<file path="src/rtl/irq_event_coalescer.sv">
// irq_event_coalescer: edge-detects raw event levels, keeps a sticky W1C status
// register, and coalesces detections (count threshold / timeout / hold-off)
// into a one-cycle pulse vector for the IRQ generator status input.
module irq_event_coalescer #(
  parameter int STATUS_W = 32,
  parameter int CNT_W    = 8,
  parameter int TMR_W    = 16
) (
  input  logic                clk_i,
  input  logic                arst_i,
  input  logic                enable_i,
  input  logic [1:0]          edge_mode_i,
  input  logic [STATUS_W-1:0] event_i,
  input  logic [CNT_W-1:0]    thresh_i,
  input  logic [TMR_W-1:0]    timeout_i,
  input  logic [TMR_W-1:0]    holdoff_i,
  input  logic                status_wr_i,
  input  logic [STATUS_W-1:0] status_w1c_i,
  output logic [STATUS_W-1:0] status_o,
  output logic [STATUS_W-1:0] pulse_o,
  output logic                pending_o,
  output logic [1:0]          state_o
);

  typedef enum logic [1:0] {IDLE = 2'd0, ACCUM = 2'd1, HOLDOFF = 2'd2} state_e;

  state_e              state_q, state_d;
  logic [STATUS_W-1:0] prev_q, prev_d;
  logic [STATUS_W-1:0] status_q, status_d;
  logic [STATUS_W-1:0] pulse_q, pulse_d;
  logic [STATUS_W-1:0] acc_q, acc_d;
  logic [CNT_W-1:0]    cnt_q, cnt_d;
  logic [TMR_W-1:0]    tmr_q, tmr_d;
  logic [TMR_W-1:0]    hcnt_q, hcnt_d;
  logic                pending_q, pending_d;

  logic [STATUS_W-1:0] det, acc_n;
  logic [CNT_W-1:0]    cnt_n, eff_thr;
  logic                any_det, flush;

  // Edge/level detection against the previous-cycle event levels.
  always_comb begin
    det = '0;
    if (enable_i) begin
      unique case (edge_mode_i)
        2'd0: det = event_i & ~prev_q;
        2'd1: det = ~event_i & prev_q;
        2'd2: det = event_i ^ prev_q;
        default: det = event_i;
      endcase
    end
  end

  assign any_det = |det;
  assign acc_n   = acc_q | det;
  // Counts detection cycles, not bits; sticks at all-ones.
  assign cnt_n   = (any_det && (cnt_q != '1)) ? cnt_q + CNT_W'(1) : cnt_q;
  assign eff_thr = (thresh_i == '0) ? CNT_W'(1) : thresh_i;

  // Next-state: status, coalescing FSM, accumulator and counters.
  always_comb begin
    prev_d    = event_i;
    status_d  = (status_q & ~(status_wr_i ? status_w1c_i : '0)) | det;
    state_d   = state_q;
    acc_d     = acc_q;
    cnt_d     = cnt_q;
    tmr_d     = tmr_q;
    hcnt_d    = hcnt_q;
    pulse_d   = '0;
    flush     = 1'b0;

    if (!enable_i) begin
      state_d = IDLE;
      acc_d   = '0;
      cnt_d   = '0;
      tmr_d   = '0;
      hcnt_d  = '0;
    end else begin
      unique case (state_q)
        IDLE: begin
          if (any_det) begin
            if (cnt_n >= eff_thr) begin
              flush = 1'b1;
            end else begin
              state_d = ACCUM;
              acc_d   = acc_n;
              cnt_d   = cnt_n;
              tmr_d   = timeout_i;
            end
          end
        end
        ACCUM: begin
          if ((cnt_n >= eff_thr) || ((timeout_i != '0) && (tmr_q == TMR_W'(1)))) begin
            flush = 1'b1;
          end else begin
            acc_d = acc_n;
            cnt_d = cnt_n;
            tmr_d = (tmr_q != '0) ? tmr_q - TMR_W'(1) : tmr_q;
          end
        end
        HOLDOFF: begin
          // Keep collecting; the held bits go out once hold-off ends.
          acc_d  = acc_n;
          cnt_d  = cnt_n;
          hcnt_d = (hcnt_q != '0) ? hcnt_q - TMR_W'(1) : hcnt_q;
          if (hcnt_q <= TMR_W'(1)) begin
            state_d = (acc_n != '0) ? ACCUM : IDLE;
            tmr_d   = timeout_i;
          end
        end
        default: state_d = IDLE;
      endcase

      // Flush takes this cycle's detections too, so nothing is dropped.
      if (flush) begin
        pulse_d = acc_n;
        acc_d   = '0;
        cnt_d   = '0;
        if (holdoff_i != '0) begin
          state_d = HOLDOFF;
          hcnt_d  = holdoff_i;
        end else begin
          state_d = IDLE;
        end
      end
    end

    pending_d = |acc_d;
  end

  // State registers with asynchronous active-high reset.
  always_ff @(posedge clk_i or posedge arst_i) begin
    if (arst_i) begin
      state_q   <= IDLE;
      prev_q    <= '0;
      status_q  <= '0;
      pulse_q   <= '0;
      acc_q     <= '0;
      cnt_q     <= '0;
      tmr_q     <= '0;
      hcnt_q    <= '0;
      pending_q <= 1'b0;
    end else begin
      state_q   <= state_d;
      prev_q    <= prev_d;
      status_q  <= status_d;
      pulse_q   <= pulse_d;
      acc_q     <= acc_d;
      cnt_q     <= cnt_d;
      tmr_q     <= tmr_d;
      hcnt_q    <= hcnt_d;
      pending_q <= pending_d;
    end
  end

  assign status_o  = status_q;
  assign pulse_o   = pulse_q;
  assign pending_o = pending_q;
  assign state_o   = state_q;

endmodule

</file>
<file path="config.mk">
export PLATFORM = sky130hd
export DESIGN_NAME = irq_event_coalescer
export DESIGN_NICKNAME = d
export VERILOG_FILES = /design/src/rtl/irq_event_coalescer.sv
export SDC_FILE = /design/constraint.sdc
export NUM_CORES = 1
export LEC_CHECK = 0
export BUFFER_PORTS_ARGS = -buffer_cell sky130_fd_sc_hd__buf_2
export CORE_MARGIN = 5
export CORE_UTILIZATION = 57
export DETAILED_ROUTE_END_ITERATION = 8
export GPL_ROUTABILITY_DRIVEN = 0
export PLACE_DENSITY = 0.81
export SYNTH_ARGS = -nofsm -noshare
export SYNTH_HDL_FRONTEND = slang
export SYNTH_SLANG_ARGS = --single-unit
</file>
<file path="constraint.sdc">
create_clock -name clk_i -period 6.2 [get_ports clk_i]
set_input_delay 0.62 -clock clk_i [delete_from_list [all_inputs] [get_ports clk_i]]
set_output_delay 0.62 -clock clk_i [all_outputs]
set_load 0.005 [all_outputs]
</file>
## Yosys cells after proc, flatten, opt, wreduce, memory -nomap -nowiden

Index checks and enable logic that the tools add are counted.
Widths: inputs -> output; s select.

| cells by class | value |
|---|---|
| $add $sub $neg | 3 |
| reductions and logical operators | 16 |
| equality and inequality tests | 18 |
| magnitude comparators | 2 |
| muxes and demuxes | 44 |
| bitwise gates (word level) | 9 |

Operator list:

| operator | number |
|---|---|
| $mux 32 | 9 |
| $pmux 32 s3 | 2 |
| $mux 16 | 11 |
| $and 32x32->32 | 3 |
| $not 32->32 | 3 |
| $or 32x32->32 | 2 |
| $reduce_bool 16->1 | 4 |
| $reduce_or 32->1 | 2 |
| $mux 8 | 7 |
| $pmux 16 s3 | 1 |
| $reduce_bool 32->1 | 1 |
| $sub 16x1->16 const B | 2 |
| $xor 32x32->32 | 1 |
| $pmux 8 s3 | 1 |
| $ne 3x3->1 const B | 6 |
| $eq 16x1->1 const B | 1 |
| $le 16x1->1 const B | 1 |
| $ne 4x4->1 const B | 4 |
| $mux 2 | 6 |
| $add 8x1->8 const B | 1 |
| $ge 8x8->1 | 1 |
| $logic_not 8->1 | 1 |
| $ne 8x8->1 const B | 1 |
| $reduce_and 4->1 | 2 |
| 11 further kinds | 19 |

| word-level totals | value |
|---|---|
| register bits after elaboration | 171 |
| word-level logic and storage cells | 101 |
| input port bits | 110 |

## Logic depth before layout (Yosys ltp)

Gate-level depths: netlist (run 1).

| logic depth | value |
|---|---|
| depth in word-level cells | 15 |
| depth in mapped cells | 22 |
| gate-level depth less buffers | 19 |

## Least setup slack after synthesis (run 1)

OpenSTA, ideal clock, no wires.

| path | value |
|---|---|
| path type | input to register |
| from | in event_i[11] |
| to | reg tmr_q[13] |
| library setup time | 0.067 ns |
| data required time | 6.133 ns |
| path slack | 1.085 ns |
| arrival | 5.048 ns |
| stages on the path | 19 |
| path buffers | 1 |
| path through | inv_1 -> ha_1 -> inv_1 -> mux4_2 -> or4_4 -> or3_4 -> o21ai_2 -> a21oi_2 -> xnor2_1 -> ha_1 -> nand2b_1 -> a2111oi_0 -> nor3_1 -> o21ai_2 -> nand3_1 -> a211oi_4 -> and2_4 -> buf_6 -> a32o_1 |

| on the way | value |
|---|---|
| cells in the longest elaborated chain, start to end | 11 |
| elaborated cells between the ends (all ways) | 15 |
| those cells by class | 1 x order compare; 3 x eq/ne; 3 x mux; 4 x bitwise; 4 x reduce/logical |

Ends and longest elaborated chain:

| element | RTL line | source |
|---|---|---|
| start, declared | 13 | `input logic [STATUS_W-1:0] event_i,` |
| $not 32->32 | 47 | `2'd1: det = ~event_i & prev_q;` |
| $and 32x32->32 | 47 |  |
| $pmux 32 s3 * | 45 | `unique case (edge_mode_i)` |
| $mux 32 * | 44 | `if (enable_i) begin` |
| $reduce_or 32->1 * | 54 | `assign any_det = \|det;` |
| $logic_and 1x1->1 | 57 | `assign cnt_n = (any_det && (cnt_q != '1)) ? cnt_q + CNT_W'(1) : cnt_q;` |
| $mux 8 | 57 |  |
| $ge 8x8->1 | 82, 93 |  |
| $logic_or 1x1->1 | 93 | `if ((cnt_n >= eff_thr) \|\| ((timeout_i != '0) && (tmr_q == TMR_W'(1)))) begin` |
| $ne 3x3->1 (no line) | -- |  |
| $reduce_and 6->1 (no line) * | -- |  |
| end signal, assigned | 150 | `tmr_q <= tmr_d;` |
| end, declared | 33 | `logic [TMR_W-1:0] tmr_q, tmr_d;` |

Every way passes the cells marked *; elsewhere a longest branch is shown, timed or not.
A chain may end at the register's enable or synchronous reset.

## Worst setup path in the final report (run 1)

| path | value |
|---|---|
| from | in edge_mode_i[0] |
| to | reg tmr_q[7] |

| on the way | value |
|---|---|
| cells in the longest elaborated chain, start to end | 10 |
| elaborated cells between the ends (all ways) | 14 |
| those cells by class | 1 x order compare; 5 x eq/ne; 3 x mux; 5 x reduce/logical |

Ends and longest elaborated chain:

| element | RTL line | source |
|---|---|---|
| start, declared | 12 | `input logic [1:0] edge_mode_i,` |
| $eq 2x2->1 (tied with other cells) | 45 |  |
| $pmux 32 s3 * | 45 |  |
| $mux 32 * | 44 |  |
| $reduce_or 32->1 * | 54 |  |
| $logic_and 1x1->1 | 57 |  |
| $mux 8 | 57 |  |
| $ge 8x8->1 | 82, 93 |  |
| $logic_or 1x1->1 | 93 |  |
| $ne 3x3->1 (no line) | -- |  |
| $reduce_and 6->1 (no line) * | -- |  |

Marked as above.

==> flow_summary.ini, run 1 <==
[critical_path]
worstSetupStartpointType = input pin
timing.critical_path.to = tmr_q[7]
critPathCaptureType = flip-flop
timing.critical_path.required_ns = 6.53
rr_endpoint = tmr_q[7]
ws_path_type = input pin to flip-flop
regToRegStartpoint = prev_q[15]
number_of_cells_on_the_worst_reg_to_reg_path = 17
timing.reg2reg.setup_slack_ns = 0.56
critical_path.startpoint = edge_mode_i[0]
critPathMaxFanout = 26
data_arrival_time_of_the_critical_path_ns = 5.99

[layout]
final_cells = 1509
area_delta_synth_final_pct = 14.3
drive_gt1_frac = 0.213
num-nets-final = 1463
num_antenna_cells = 0

[route]
drt_iter0_drc = 812
drt_first_pass_iters = 7
remaining_drc_errors = 0
vias = 9157
vias_per_cell = 6.07
totalWireLength_mm = 28.4
final_antenna_net_count = 0
drt-wirelength-per-cell_um = 18.8

[yosys]
syn-instance-count = 1113
library_cell_with_the_highest_instance_count_after_synthesis = sky130_fd_sc_hd__dfrtp_1
cell_taking_the_most_area_after_synthesis = sky130_fd_sc_hd__dfrtp_1
syn_avg_cell_area_um2 = 9.52
synth-xor-area-share = 0.0149
seq_area_frac_synth = 0.404
post_synth_instance_area_um2 = 10600
synth_top_flop_cell = sky130_fd_sc_hd__dfrtp_1
dominant_combinational_cell_family_by_area_after_synthesis = simple AND/OR/NAND/NOR gates
ys_top_cells_by_count = sky130_fd_sc_hd__dfrtp_1, sky130_fd_sc_hd__inv_1, sky130_fd_sc_hd__nor2_1, sky130_fd_sc_hd__nand2_1, sky130_fd_sc_hd__ha_1
yosysTopAreaCellShare = 0.404
yosys-top-cells-area = sky130_fd_sc_hd__dfrtp_1, sky130_fd_sc_hd__ha_1, sky130_fd_sc_hd__inv_1
yosys.area_share.simple = 0.169
muxShareOfSynthArea = 0.0718
yosys_cell_types = 81
number_of_synthesis_warnings = 0
ys_ff_latch = 171
syn_nets = 1306
synth_compound_gate_area_share = 0.160
post_synth_fa_ha_maj_area_fraction = 0.0980
synth_edf_count = 0
synthArstFlopShare = 1.00

[global_routing]
grt_pass1_vias = 8996
antenna_found_initial = 1
grt_use_total = 0.268
grt_start_max_net_pins = 101
overflow = 0
grt_first_pass_wirelength_mm = 46.5

[min_path]
worst_hold_path.num_cells = 1
min-delay-path-class = input pin to flip-flop

[clock_tree]
hold_buffers = 0
htree_levels = 4
clock_sinks = 171
ctsResizeCount = 0
clk_path_buf_depth = 2
cts.repair_timing.setup_buffer_count = 0
clk_root_buffer_cell = sky130_fd_sc_hd__clkbuf_16
tritoncts.num_buffers = 17
tritoncts = built
worstSkewPairLatency_ns = 0.44
clk_slew_on_worst_s_h_paths_ns = 0.07

[placed_design]
placed_cells_incl_taps = 1480
place.port_buffers = 176
hpwlAfterDp_mm = 20.7

[sta]
layout_worst_path_cycle_share = 0.912
report.final.setup_viol = 0
rsz0062_at_grt = no
slew_violations = 0
final.setup_skew_ns = 0.0133
final_period_minus_worst_setup_slack_ns = 5.65
fmaxAchievable_mhz = 177
timing_hold_violations_final = 0
finalSetupTns_ns = 0
tightestPinTransition_ns = 0.951
worst_slew_margin_rel = 0.364

[floorplan]
die-height_um = 146
dieWidth_um = 146
initial_utilization = 0.584
die_area_um2 = 21400
placeableCoreArea_um2 = 18100
rows = 49
io-pin-count = 177

[power]
ir_drop_mv = 0.198
power_density_nw_per_um2 = 335
leakage_power_uw = 0.00625

[run]
cap_viol_max_count = 0

[status]
status = completed
==> worst max-delay path, cell delays in order <==
cell and delay (ns):
sky130_fd_sc_hd__buf_2 0.23, sky130_fd_sc_hd__buf_4 0.39, sky130_fd_sc_hd__mux4_2 0.58, sky130_fd_sc_hd__nor3_1 0.44
sky130_fd_sc_hd__nand4_1 0.29, sky130_fd_sc_hd__o21ai_2 0.33, sky130_fd_sc_hd__a21oi_2 0.18, sky130_fd_sc_hd__xnor2_1 0.18
sky130_fd_sc_hd__ha_1 0.28, sky130_fd_sc_hd__nand2b_1 0.13, sky130_fd_sc_hd__a2111oi_0 0.42, sky130_fd_sc_hd__nor3_1 0.15
sky130_fd_sc_hd__o21ai_2 0.45, sky130_fd_sc_hd__nand3_1 0.24, sky130_fd_sc_hd__a211oi_4 0.54, sky130_fd_sc_hd__nand2_1 0.23
sky130_fd_sc_hd__o31ai_1 0.29
==> cell usage in the layout, fill, tap and decap left out, types with 19 or more instances in the layout <==
cell type,n
sky130_fd_sc_hd__dfrtp_1,171
sky130_fd_sc_hd__a21oi_1,61
sky130_fd_sc_hd__nor3_1,19
sky130_fd_sc_hd__buf_2,176
sky130_fd_sc_hd__nor2_1,120
sky130_fd_sc_hd__ha_1,83
sky130_fd_sc_hd__o21ai_0,40
sky130_fd_sc_hd__nand2_1,103
sky130_fd_sc_hd__nor4_1,33
sky130_fd_sc_hd__a21o_1,23
sky130_fd_sc_hd__mux2i_1,19
sky130_fd_sc_hd__inv_1,125
==> per-layer routing <==
metal	part of all wire	GRT usage	routed length (µm)	vias to the layer above
met5	0.00046	0	13	-
met4	0.023	0.0884	658	2
met3	0.085	0.0672	2400	65
met2	0.46	0.410	13000	416
met1	0.43	0.376	12300	4429
li1	-	-	-	4245
==> power by group <==
| part | leakage, µW | internal, µW | switching (µW) |
|---|---|---|---|
| sequential | 0.00220 | 1310 | 184 |
| clock | 0.000290 | 671 | 442 |
| combinational | 0.00376 | 579 | 876 |
==> kinds of logic after synthesis <==
family | after synthesis
compound gates | 243
flops | 171
fa+ha+maj | 83
buf+inv | 180
mux | 46
simple gates | 372
xor+xnor | 18
==> how the worst min path moves through the flow <==
stage	start	slack, ns	end
2_1_floorplan	status_o[10]	0.47	status_o[10]
3_3_place_gp	status_o[17]	0.45	status_o[17]
3_5_place_dp	status_o[14]	0.46	status_o[14]
4_1_cts	event_i[15]	0.32	prev_q[15]
5_1_grt	event_i[15]	0.33	prev_q[15]
6_report	event_i[15]	0.34	prev_q[15]
==> flip-flops by register name, indices dropped and copies added, names as in the netlist <==
register,flops
status_o,32
hcnt_q,16
state_o,2
prev_q,32
acc_q,32
tmr_q,16
cnt_q,8
pulse_o,32
pending_o,1
==> area by class of cell <==
class | count | area, µm²
well taps | 229 | 287
fillers | 1463 | 6030
flip-flops and latches | 171 | 4280
repair buffers | 192 | 1000
inverters | 126 | 478
clock inverters | 10 | 168
multi-input cells | 762 | 5470
clock buffers | 19 | 433
==> metrics by stage <==
step           power [µW]  setup slack (ns)   util  cell area [µm²]  hold WS (ns)
6_report             4060             0.545  0.668            12100         0.336
5_1_grt              4300             0.145  0.668            12100         0.329
4_1_cts              4050             0.636  0.668            12100         0.320
3_5_place_dp         2920             0.186  0.634            11500         0.460
3_3_place_gp         2870             0.409  0.634            11500         0.453
2_1_floorplan        2570             0.948      -            10600         0.466
Power figures use the tool's default switching activity.
==> run 2, diff against run 1 <==
Settings changed: CORE_UTILIZATION 57 to 54, PLACE_DENSITY 0.81 to 0.77.
==> run 2 against run 1 <==
Against the previous run: sequential power hardly changed; largest power group unchanged; first-iteration DRC count is 3.2% lower; cell count is 2.7% higher; via count is 0.34% higher; worst hold slack hardly changed; core utilization is 4.0 points lower.
==> flow_summary.ini, run 2 (same netlist as run 1, synthesis figures left out) <==
[route]
drt_iter0_drc = 786
drt_first_pass_iters = 7
final_antenna_net_count = 0
totalWireLength_mm = 29.2
vias = 9188
drt-wirelength-per-cell_um = 18.8
vias_per_cell = 5.93
remaining_drc_errors = 0

[clock_tree]
worstSkewPairLatency_ns = 0.44
clk_root_buffer_cell = sky130_fd_sc_hd__clkbuf_16
clock_sinks = 171
tritoncts = built
cts.repair_timing.setup_buffer_count = 0
ctsResizeCount = 0
clk_slew_on_worst_s_h_paths_ns = 0.07
htree_levels = 4
clk_path_buf_depth = 2
hold_buffers = 0
tritoncts.num_buffers = 17

[critical_path]
crit_chain = buf_2 > buf_4 > mux4_2 > or4_4 > or3_4 > o21ai_2 > a21oi_2 > xnor2_1 > ha_1 > nand2b_1 > a2111oi_0 > nor3_1 > o21ai_2 > buf_4 > o22ai_1 > a21oi_1 > o21bai_1 > o31ai_1
timing.reg2reg.setup_slack_ns = 0.80
critPathTopFamily = compound AO/OA/AOI/OAI gates
timing.critical_path.required_ns = 6.53
critPathMaxStageDelay_ns = 0.55
number_of_cells_on_the_worst_reg_to_reg_path = 18
critPathMaxFanout = 20
critical_path.n_buffers_inverters = 3
data_arrival_time_of_the_critical_path_ns = 5.74
worstSetupStartpointType = input pin
cpMaxStageDelayCell = sky130_fd_sc_hd__or4_4
critPathCaptureType = flip-flop
regToRegStartpoint = prev_q[11]
ws_path_type = input pin to flip-flop
rr_endpoint = cnt_q[3]

[sta]
timing_hold_violations_final = 0
fmaxAchievable_mhz = 185
report.final.setup_viol = 0
slew_violations = 0
finalSetupTns_ns = 0
final_period_minus_worst_setup_slack_ns = 5.41
tightestPinTransition_ns = 1.08
rsz0062_at_grt = no
worst_slew_margin_rel = 0.283
final.setup_skew_ns = 0.0136
layout_worst_path_cycle_share = 0.873

[floorplan]
placeableCoreArea_um2 = 19400
io-pin-count = 177
die-height_um = 150
die_area_um2 = 22500
initial_utilization = 0.546
dieWidth_um = 150
rows = 51

[global_routing]
overflow = 0
grt_start_max_net_pins = 112
grt_use_total = 0.260
grt_first_pass_wirelength_mm = 45.9
grt_pass1_vias = 8706
antenna_found_initial = 1

[power]
power_density_nw_per_um2 = 333
ir_drop_mv = 0.206
leakage_power_uw = 0.00625

[layout]
final_layout_fill_cell_count = 1679
final_cells = 1550
num-nets-final = 1464
area_delta_synth_final_pct = 14.9
drive_gt1_frac = 0.217
final_cell_mix = sky130_fd_sc_hd__buf_2, sky130_fd_sc_hd__dfrtp_1, sky130_fd_sc_hd__inv_1, sky130_fd_sc_hd__nor2_1, sky130_fd_sc_hd__nand2_1
mostFrequentLayoutCell = sky130_fd_sc_hd__buf_2

[run]
cap_viol_max_count = 0

[min_path]
worst_hold_path.num_cells = 1
worst_hold_path.endpoint = prev_q[8]
timing.hold.worst.start = event_i[8]
min-delay-path-class = input pin to flip-flop

[status]
status = completed

[placed_design]
placed_cells_incl_taps = 1517
place.port_buffers = 176
hpwlAfterDp_mm = 21.3
-- run 2: worst register-to-register path: cells and delay by family (launching register included) --
kind	cells	cell delay, ns
compound gates	8	2.14
buf+inv	2	0.26
simple gates	4	1.24
mux	1	0.54
xor+xnor	1	0.18
flops	1	0.39
fa+ha+maj	2	0.55
-- run 2: layout make-up --
type / instances / area (µm²) / area share
inverters: 126 / 478 / 0.0392
clock inverters: 13 / 156 / 0.0128
repair buffers: 193 / 1010 / 0.0828
clock buffers: 19 / 453 / 0.0372
multi-input cells: 762 / 5470 / 0.449
well taps: 265 / 332 / 0.0272
flip-flops and latches: 171 / 4280 / 0.351
diodes: 1 / 2.50 / 0.000205
-- run 2: worst max-delay path by stage --
stage,from,endpoint,slack (ns),cells past startpoint
after floorplan,arst_i,acc_q[0],0.95,1
final,edge_mode_i[0],cnt_q[3],0.79,18
after global placement,edge_mode_i[0],hcnt_q[11],0.55,19
after global routing,edge_mode_i[0],cnt_q[3],0.34,18
after detailed placement,edge_mode_i[0],cnt_q[3],0.44,18
after CTS,edge_mode_i[0],cnt_q[3],0.84,18
-- run 2: where the power goes --
part | total (µW) | internal (µW) | switching, µW
Clock | 1110 | 626 | 486
Combinational | 1450 | 579 | 870
Sequential | 1490 | 1310 | 181
Total | 4050 | 2510 | 1540
-- run 2: stage by stage --
step | cell area [µm²] | hold slack, ns | util | power (µW) | setup slack (ns)
final | 12200 | 0.336 | 0.628 | 4050 | 0.789
after global routing | 12200 | 0.324 | 0.628 | 4280 | 0.343
after CTS | 12200 | 0.323 | 0.628 | 4030 | 0.838
after detailed placement | 11600 | 0.458 | 0.596 | 2920 | 0.435
after global placement | 11600 | 0.454 | 0.596 | 2880 | 0.550
after floorplan | 10600 | 0.466 | - | 2570 | 0.948
-- run 2: routing by layer --
metal | wire length [µm] | global-route usage | vias to the layer above
met5 | 0 | 0 | -
li1 | - | - | 4249
met3 | 2540 | 0.0545 | 61
met1 | 12300 | 0.369 | 4485
met2 | 13500 | 0.397 | 393
met4 | 861 | 0.0947 | 0
